**config.mk**
```make
export PLATFORM = sky130hd
export DESIGN_NAME = sig_dac_out
export DESIGN_NICKNAME = d
export VERILOG_FILES = /design/src/rtl/sig_dac_out.sv
export SDC_FILE = /design/constraint.sdc
export NUM_CORES = 1
export LEC_CHECK = 0
export ABC_AREA = 1
export BUFFER_PORTS_ARGS = -buffer_cell sky130_fd_sc_hd__buf_2
export CAP_MARGIN = 20
export CORE_MARGIN = 2
export CORE_UTILIZATION = 50
export CTS_BUF_LIST = sky130_fd_sc_hd__clkbuf_8
export DETAILED_ROUTE_END_ITERATION = 10
export MAX_ROUTING_LAYER = met4
export PLACE_DENSITY = 0.68
export SKIP_CTS_REPAIR_TIMING = 1
export SYNTH_ARGS = -nofsm -noshare
export SYNTH_HDL_FRONTEND = slang
export SYNTH_SLANG_ARGS = --single-unit
```
**constraint.sdc**
```tcl
create_clock -name clk -period 3.7 [get_ports clk]
set_input_delay 0.74 -clock clk [delete_from_list [all_inputs] [get_ports clk]]
set_output_delay 0.74 -clock clk [all_outputs]
set_load 0.01 [all_outputs]
```
**src/rtl/sig_dac_out.sv**
```systemverilog
// DAC output stage: elastic FIFO that re-times a strobed sample stream onto the
// DAC sample tick, with priming, under/overflow counting and offset-binary coding.
module sig_dac_out #(
  parameter int WIDTH      = 12,
  parameter int FIFO_LOG2  = 4,
  parameter int PRIME      = 8,
  parameter int OFFSET_BIN = 1
) (
  input  logic                 clk,
  input  logic                 rst_n,
  input  logic [WIDTH-1:0]     in_data,
  input  logic                 in_valid,
  input  logic                 dac_stb,
  output logic [WIDTH-1:0]     dac_data,
  output logic                 dac_active,
  output logic [FIFO_LOG2:0]   fill,
  output logic [15:0]          ovf_cnt,
  output logic [15:0]          udf_cnt,
  input  logic                 clr_cnt
);

  localparam int DEPTH = 1 << FIFO_LOG2;
  localparam logic [FIFO_LOG2:0] PRIME_LVL = PRIME[FIFO_LOG2:0];
  localparam logic [FIFO_LOG2:0] PTR_ONE   = {{FIFO_LOG2{1'b0}}, 1'b1};
  localparam logic               MSB_FLIP  = (OFFSET_BIN != 0);
  localparam logic [WIDTH-1:0]   ZERO_CODE = MSB_FLIP ? {1'b1, {(WIDTH-1){1'b0}}}
                                                      : {WIDTH{1'b0}};

  typedef enum logic {IDLE, RUN} state_t;

  state_t               state_reg, state_next;
  logic [WIDTH-1:0]     mem [DEPTH];
  logic [FIFO_LOG2:0]   wr_ptr_reg, rd_ptr_reg, fill_reg;
  logic [WIDTH-1:0]     dac_reg;
  logic [15:0]          ovf_reg, udf_reg;
  logic                 pop, underflow, push, drop, full, empty;
  logic [WIDTH-1:0]     rd_data;

  assign full    = fill_reg[FIFO_LOG2];
  assign empty   = (fill_reg == '0);
  assign rd_data = mem[rd_ptr_reg[FIFO_LOG2-1:0]];

  always_comb begin
    state_next = state_reg;
    pop        = 1'b0;
    underflow  = 1'b0;
    case (state_reg)
      IDLE: begin
        if (dac_stb && (fill_reg >= PRIME_LVL)) begin
          pop        = 1'b1;
          state_next = RUN;
        end
      end
      RUN: begin
        if (dac_stb) begin
          if (!empty) begin
            pop = 1'b1;
          end else begin
            underflow  = 1'b1;
            state_next = IDLE;
          end
        end
      end
      default: state_next = IDLE;
    endcase
  end

  // A full FIFO still accepts a sample when a slot is freed in the same cycle.
  assign push = in_valid && (!full || pop);
  assign drop = in_valid && full && !pop;

  // Storage carries no reset so it maps onto plain RAM; occupancy is tracked separately.
  always_ff @(posedge clk) begin
    if (push) begin
      mem[wr_ptr_reg[FIFO_LOG2-1:0]] <= in_data;
    end
  end

  always_ff @(posedge clk or negedge rst_n) begin
    if (!rst_n) begin
      state_reg  <= IDLE;
      wr_ptr_reg <= '0;
      rd_ptr_reg <= '0;
      fill_reg   <= '0;
      dac_reg    <= ZERO_CODE;
    end else begin
      state_reg <= state_next;
      if (push) wr_ptr_reg <= wr_ptr_reg + PTR_ONE;
      if (pop)  rd_ptr_reg <= rd_ptr_reg + PTR_ONE;
      case ({push, pop})
        2'b10:   fill_reg <= fill_reg + PTR_ONE;
        2'b01:   fill_reg <= fill_reg - PTR_ONE;
        default: fill_reg <= fill_reg;
      endcase
      if (pop) begin
        dac_reg <= {rd_data[WIDTH-1] ^ MSB_FLIP, rd_data[WIDTH-2:0]};
      end else if (underflow) begin
        dac_reg <= ZERO_CODE;
      end
    end
  end

  always_ff @(posedge clk or negedge rst_n) begin
    if (!rst_n) begin
      ovf_reg <= '0;
      udf_reg <= '0;
    end else if (clr_cnt) begin
      ovf_reg <= '0;
      udf_reg <= '0;
    end else begin
      if (drop && (ovf_reg != 16'hFFFF))      ovf_reg <= ovf_reg + 16'd1;
      if (underflow && (udf_reg != 16'hFFFF)) udf_reg <= udf_reg + 16'd1;
    end
  end

  assign dac_data   = dac_reg;
  assign dac_active = (state_reg == RUN);
  assign fill       = fill_reg;
  assign ovf_cnt    = ovf_reg;
  assign udf_cnt    = udf_reg;

endmodule

```
==> metrics.txt <==
# TYPE chip_impl_metric gauge
chip_impl_metric{name="first_global_vias",unit=""} 7616
chip_impl_info{name="most-common-layout-cells",value="sky130_fd_sc_hd__nand2_1 (345), sky130_fd_sc_hd__nand3_1 (220), sky130_fd_sc_hd__edfxtp_1 (192)"} 1
chip_impl_metric{name="ant_nets",unit=""} 0
chip_impl_metric{name="timing.final.setup_violations",unit=""} 0
chip_impl_metric{name="overflow",unit=""} 0
chip_impl_info{name="tritoncts",value="built"} 1
chip_impl_metric{name="totalWireLength",unit="microns"} 25500
chip_impl_info{name="worst_hold_path_type",value="primary input to async pin"} 1
chip_impl_metric{name="final-max-slew-violation-count",unit=""} 0
chip_impl_metric{name="floorplan.initialDensity",unit="%"} 50.6
chip_impl_metric{name="syn-mean-instance-area",unit="sq um"} 10.4
chip_impl_metric{name="clkLatencyLatePin",unit="ps"} 560
chip_impl_metric{name="p_leak",unit="nW"} 5.04
chip_impl_metric{name="groute.usage.overall",unit="%"} 22.9
chip_impl_info{name="worstSetupStartpointType",value="flip-flop"} 1
chip_impl_metric{name="post-layout-total-power",unit="mW"} 8.56
chip_impl_info{name="grt_setup_unrepaired",value="no"} 1
chip_impl_metric{name="mappedNetlistNets",unit=""} 1085
chip_impl_metric{name="vdd.ir_drop.worst",unit="mV"} 0.465
chip_impl_metric{name="setup_total_negative_slack",unit="ps"} 0
chip_impl_metric{name="fp-row-count",unit=""} 54
chip_impl_metric{name="die_height",unit="microns"} 152
chip_impl_metric{name="gpl.final_weighted_congestion",unit=""} 0.867
chip_impl_metric{name="via_count",unit=""} 7875
chip_impl_info{name="status",value="complete, no violations"} 1
chip_impl_info{name="final_common_cell",value="sky130_fd_sc_hd__nand2_1"} 1
chip_impl_metric{name="min_period",unit="ps"} 2480
chip_impl_metric{name="synth_sequential_area_ratio",unit="%"} 65.8
chip_impl_metric{name="port_buffers",unit=""} 66
chip_impl_metric{name="critPathRequiredTime",unit="ps"} 4150
chip_impl_metric{name="antenna_found_initial",unit=""} 0
chip_impl_metric{name="fmaxAchievable",unit="MHz"} 402
chip_impl_metric{name="max_cap_violations",unit=""} 0
chip_impl_metric{name="path_clk_slew",unit="ps"} 60
chip_impl_metric{name="cts_made_buffers",unit=""} 42
chip_impl_metric{name="place_ws",unit="ps"} 848
chip_impl_metric{name="hold_slack",unit="ps"} 308
chip_impl_metric{name="power.density",unit="nW/um^2"} 694
chip_impl_metric{name="ios",unit=""} 67
chip_impl_metric{name="die_width",unit="microns"} 152
chip_impl_metric{name="clk_path_buf_depth",unit=""} 3
chip_impl_metric{name="cts_num_sinks",unit=""} 250
chip_impl_metric{name="synth_cell_types",unit=""} 34
chip_impl_metric{name="dieArea",unit="sq um"} 23100
chip_impl_metric{name="worst-slew-pin-transition",unit="ps"} 1060
chip_impl_metric{name="n_fill_cell",unit=""} 1867
chip_impl_metric{name="critical_path_peak_fanout",unit=""} 17
chip_impl_metric{name="grt_start_max_net_pins",unit=""} 58
chip_impl_metric{name="dp_hpwl",unit="microns"} 15000
chip_impl_metric{name="final_critical_path_setup_slack",unit="ps"} 1220
chip_impl_info{name="cts_root_buffer",value="sky130_fd_sc_hd__clkbuf_8"} 1
chip_impl_metric{name="synthesis_warnings",unit=""} 0
chip_impl_metric{name="drtIter0Drc",unit=""} 641
chip_impl_metric{name="wl_per_cell",unit="microns"} 17.5
chip_impl_metric{name="clock_skew",unit="ps"} 33.1
chip_impl_metric{name="critPathArrivalTime",unit="ps"} 2940
chip_impl_metric{name="hold_viol",unit=""} 0
chip_impl_metric{name="vias_per_inst",unit=""} 5.41
chip_impl_metric{name="timing.final.crit_share",unit="%"} 67.2
chip_impl_metric{name="syn-cell-area",unit="sq um"} 11000
chip_impl_metric{name="drc_violations_left",unit=""} 0
chip_impl_metric{name="placeableCoreArea",unit="sq um"} 21700
chip_impl_metric{name="drt_first_pass_iters",unit=""} 5
chip_impl_metric{name="seq_area",unit="sq um"} 7220
chip_impl_metric{name="final_util",unit="%"} 56.9
chip_impl_metric{name="cts-htree-levels",unit=""} 2
chip_impl_metric{name="postSynthCellCount",unit=""} 1057
chip_impl_metric{name="flip_flop_count_of_the_largest_register_after_layout",unit=""} 192
chip_impl_metric{name="post_route_cells_drive_above_1_share",unit="%"} 14.1
chip_impl_metric{name="grt_pass1_wl",unit="microns"} 41000
chip_impl_metric{name="diodes",unit=""} 0
chip_impl_metric{name="slew_headroom",unit="%"} 29.5
chip_impl_metric{name="multi_input_comb_area",unit="sq um"} 3350
chip_impl_info{name="path_class",value="flip-flop to flip-flop"} 1
chip_impl_metric{name="ys_ff_latch",unit=""} 250
chip_impl_metric{name="synthToLayoutAreaGrowth",unit="%"} 12.5
chip_impl_metric{name="final_net_count",unit=""} 1171
chip_impl_info{name="worstSetupEndpointType",value="flip-flop"} 1
[stage by stage]
step	area (sq um)	std cells
after floorplan	11000	1057
after global placement	11600	1379
after detailed placement	11600	1379
after CTS	12300	1455
after global routing	12300	1455
final	12300	1455
[worst max-delay path, stage by stage (launching register included)]
cell and delay (ps):
sky130_fd_sc_hd__dfrtp_1 430, sky130_fd_sc_hd__nor2_1 100, sky130_fd_sc_hd__o21ai_1 190, sky130_fd_sc_hd__nand2_1 160
sky130_fd_sc_hd__inv_2 310, sky130_fd_sc_hd__ha_1 340, sky130_fd_sc_hd__xor2_1 210, sky130_fd_sc_hd__ha_1 170
sky130_fd_sc_hd__inv_1 40, sky130_fd_sc_hd__nand2_1 90, sky130_fd_sc_hd__nand3_1 110, sky130_fd_sc_hd__nand3_1 100
sky130_fd_sc_hd__nand2_1 50, sky130_fd_sc_hd__nand2_1 50, sky130_fd_sc_hd__nand2_1 40
[worst paths after layout]
| check | slack [ps] | end | depth (start not counted) | from |
|---|---|---|---|---|
| max | 1220 | fill[4] | 14 | fill[3] |
| min | 310 | udf_cnt[13] | 1 | rst_n |
| max reg2reg | 1220 | fill[4] | 14 | fill[3] |
| min reg2reg | 470 | dac_data[6] | 2 | dac_data[6] |
| max in group asynchronous | 2540 | dac_data[2] | 2 | rst_n |
| min in group clk | 470 | ovf_cnt[0] | 2 | clr_cnt |
[cell type report]
type	instances	share of cell area, %
Clock buffer	43	4.80
Clock inverter	33	1.18
Inverter	43	1.35
Multi-Input combinational cell	715	27.1
Sequential cell	250	58.5
Tap cell	280	2.84
Timing Repair Buffer	91	4.20
[metal layers]
metal	track usage (%)	vias to the layer above	share of wire, %
met1	31.1	3762	43
li1	-	3791	-
met5	-	-	0
met3	4.07	51	7.5
met4	7.97	0	2.6
met2	35.2	271	47
[logic make-up (layout without fill, tap and decap cells)]
logic type                 count (synthesis)  after routing  synth area share, %
and+or+nand+nor                          651            651                 25.7
xor gates and xnor gates                  20             20                 1.60
AOI/OAI and AO/OA                         33             33                 2.01
DFF                                      250            250                 65.8
buffers and inverters                     92            210                 3.71
adders and majority gates                 11             11                 1.25
[synthesized netlist by cell type]
master / count / share of area (%)
sky130_fd_sc_hd__inv_2: 3 / 0.10
sky130_fd_sc_hd__xor2_1: 18 / 1.4
sky130_fd_sc_hd__o21ai_0: 13 / 0.59
sky130_fd_sc_hd__inv_1: 39 / 1.3
sky130_fd_sc_hd__or2_2: 3 / 0.17
sky130_fd_sc_hd__ha_1: 11 / 1.3
sky130_fd_sc_hd__dfstp_2: 1 / 0.24
sky130_fd_sc_hd__nand2_1: 345 / 12
sky130_fd_sc_hd__o21bai_1: 6 / 0.41
sky130_fd_sc_hd__nand2_4: 1 / 0.10
sky130_fd_sc_hd__dfrtp_1: 57 / 13
sky130_fd_sc_hd__xnor2_1: 2 / 0.16
sky130_fd_sc_hd__clkinv_4: 1 / 0.080
sky130_fd_sc_hd__o21ai_2: 10 / 0.80
sky130_fd_sc_hd__clkbuf_1: 27 / 0.92
sky130_fd_sc_hd__a21boi_0: 1 / 0.068
sky130_fd_sc_hd__buf_12: 1 / 0.18
sky130_fd_sc_hd__and2_1: 1 / 0.057
sky130_fd_sc_hd__nor2_2: 2 / 0.11
sky130_fd_sc_hd__buf_1: 5 / 0.17
sky130_fd_sc_hd__nor2_4: 2 / 0.21
sky130_fd_sc_hd__nand3b_1: 3 / 0.21
sky130_fd_sc_hd__nor2_1: 55 / 1.9
sky130_fd_sc_hd__nand3_1: 220 / 10
sky130_fd_sc_hd__buf_2: 11 / 0.50
sky130_fd_sc_hd__buf_8: 1 / 0.14
sky130_fd_sc_hd__nand2_2: 2 / 0.11
sky130_fd_sc_hd__nand3_2: 1 / 0.091
sky130_fd_sc_hd__edfxtp_1: 192 / 53
sky130_fd_sc_hd__nand4_1: 14 / 0.80
sky130_fd_sc_hd__o21ai_1: 1 / 0.046
sky130_fd_sc_hd__nor3_1: 2 / 0.091
sky130_fd_sc_hd__buf_4: 4 / 0.27
sky130_fd_sc_hd__a21oi_1: 2 / 0.091
[report_power, final]
group          internal [mW]  switching (mW)  leakage [nW]  total (mW)
Sequential              3.39           0.232          2.49        3.62
Combinational          0.831            1.94          2.11        2.77
Clock                   1.09            1.08         0.439        2.17
Power figures use the tool's default switching activity.
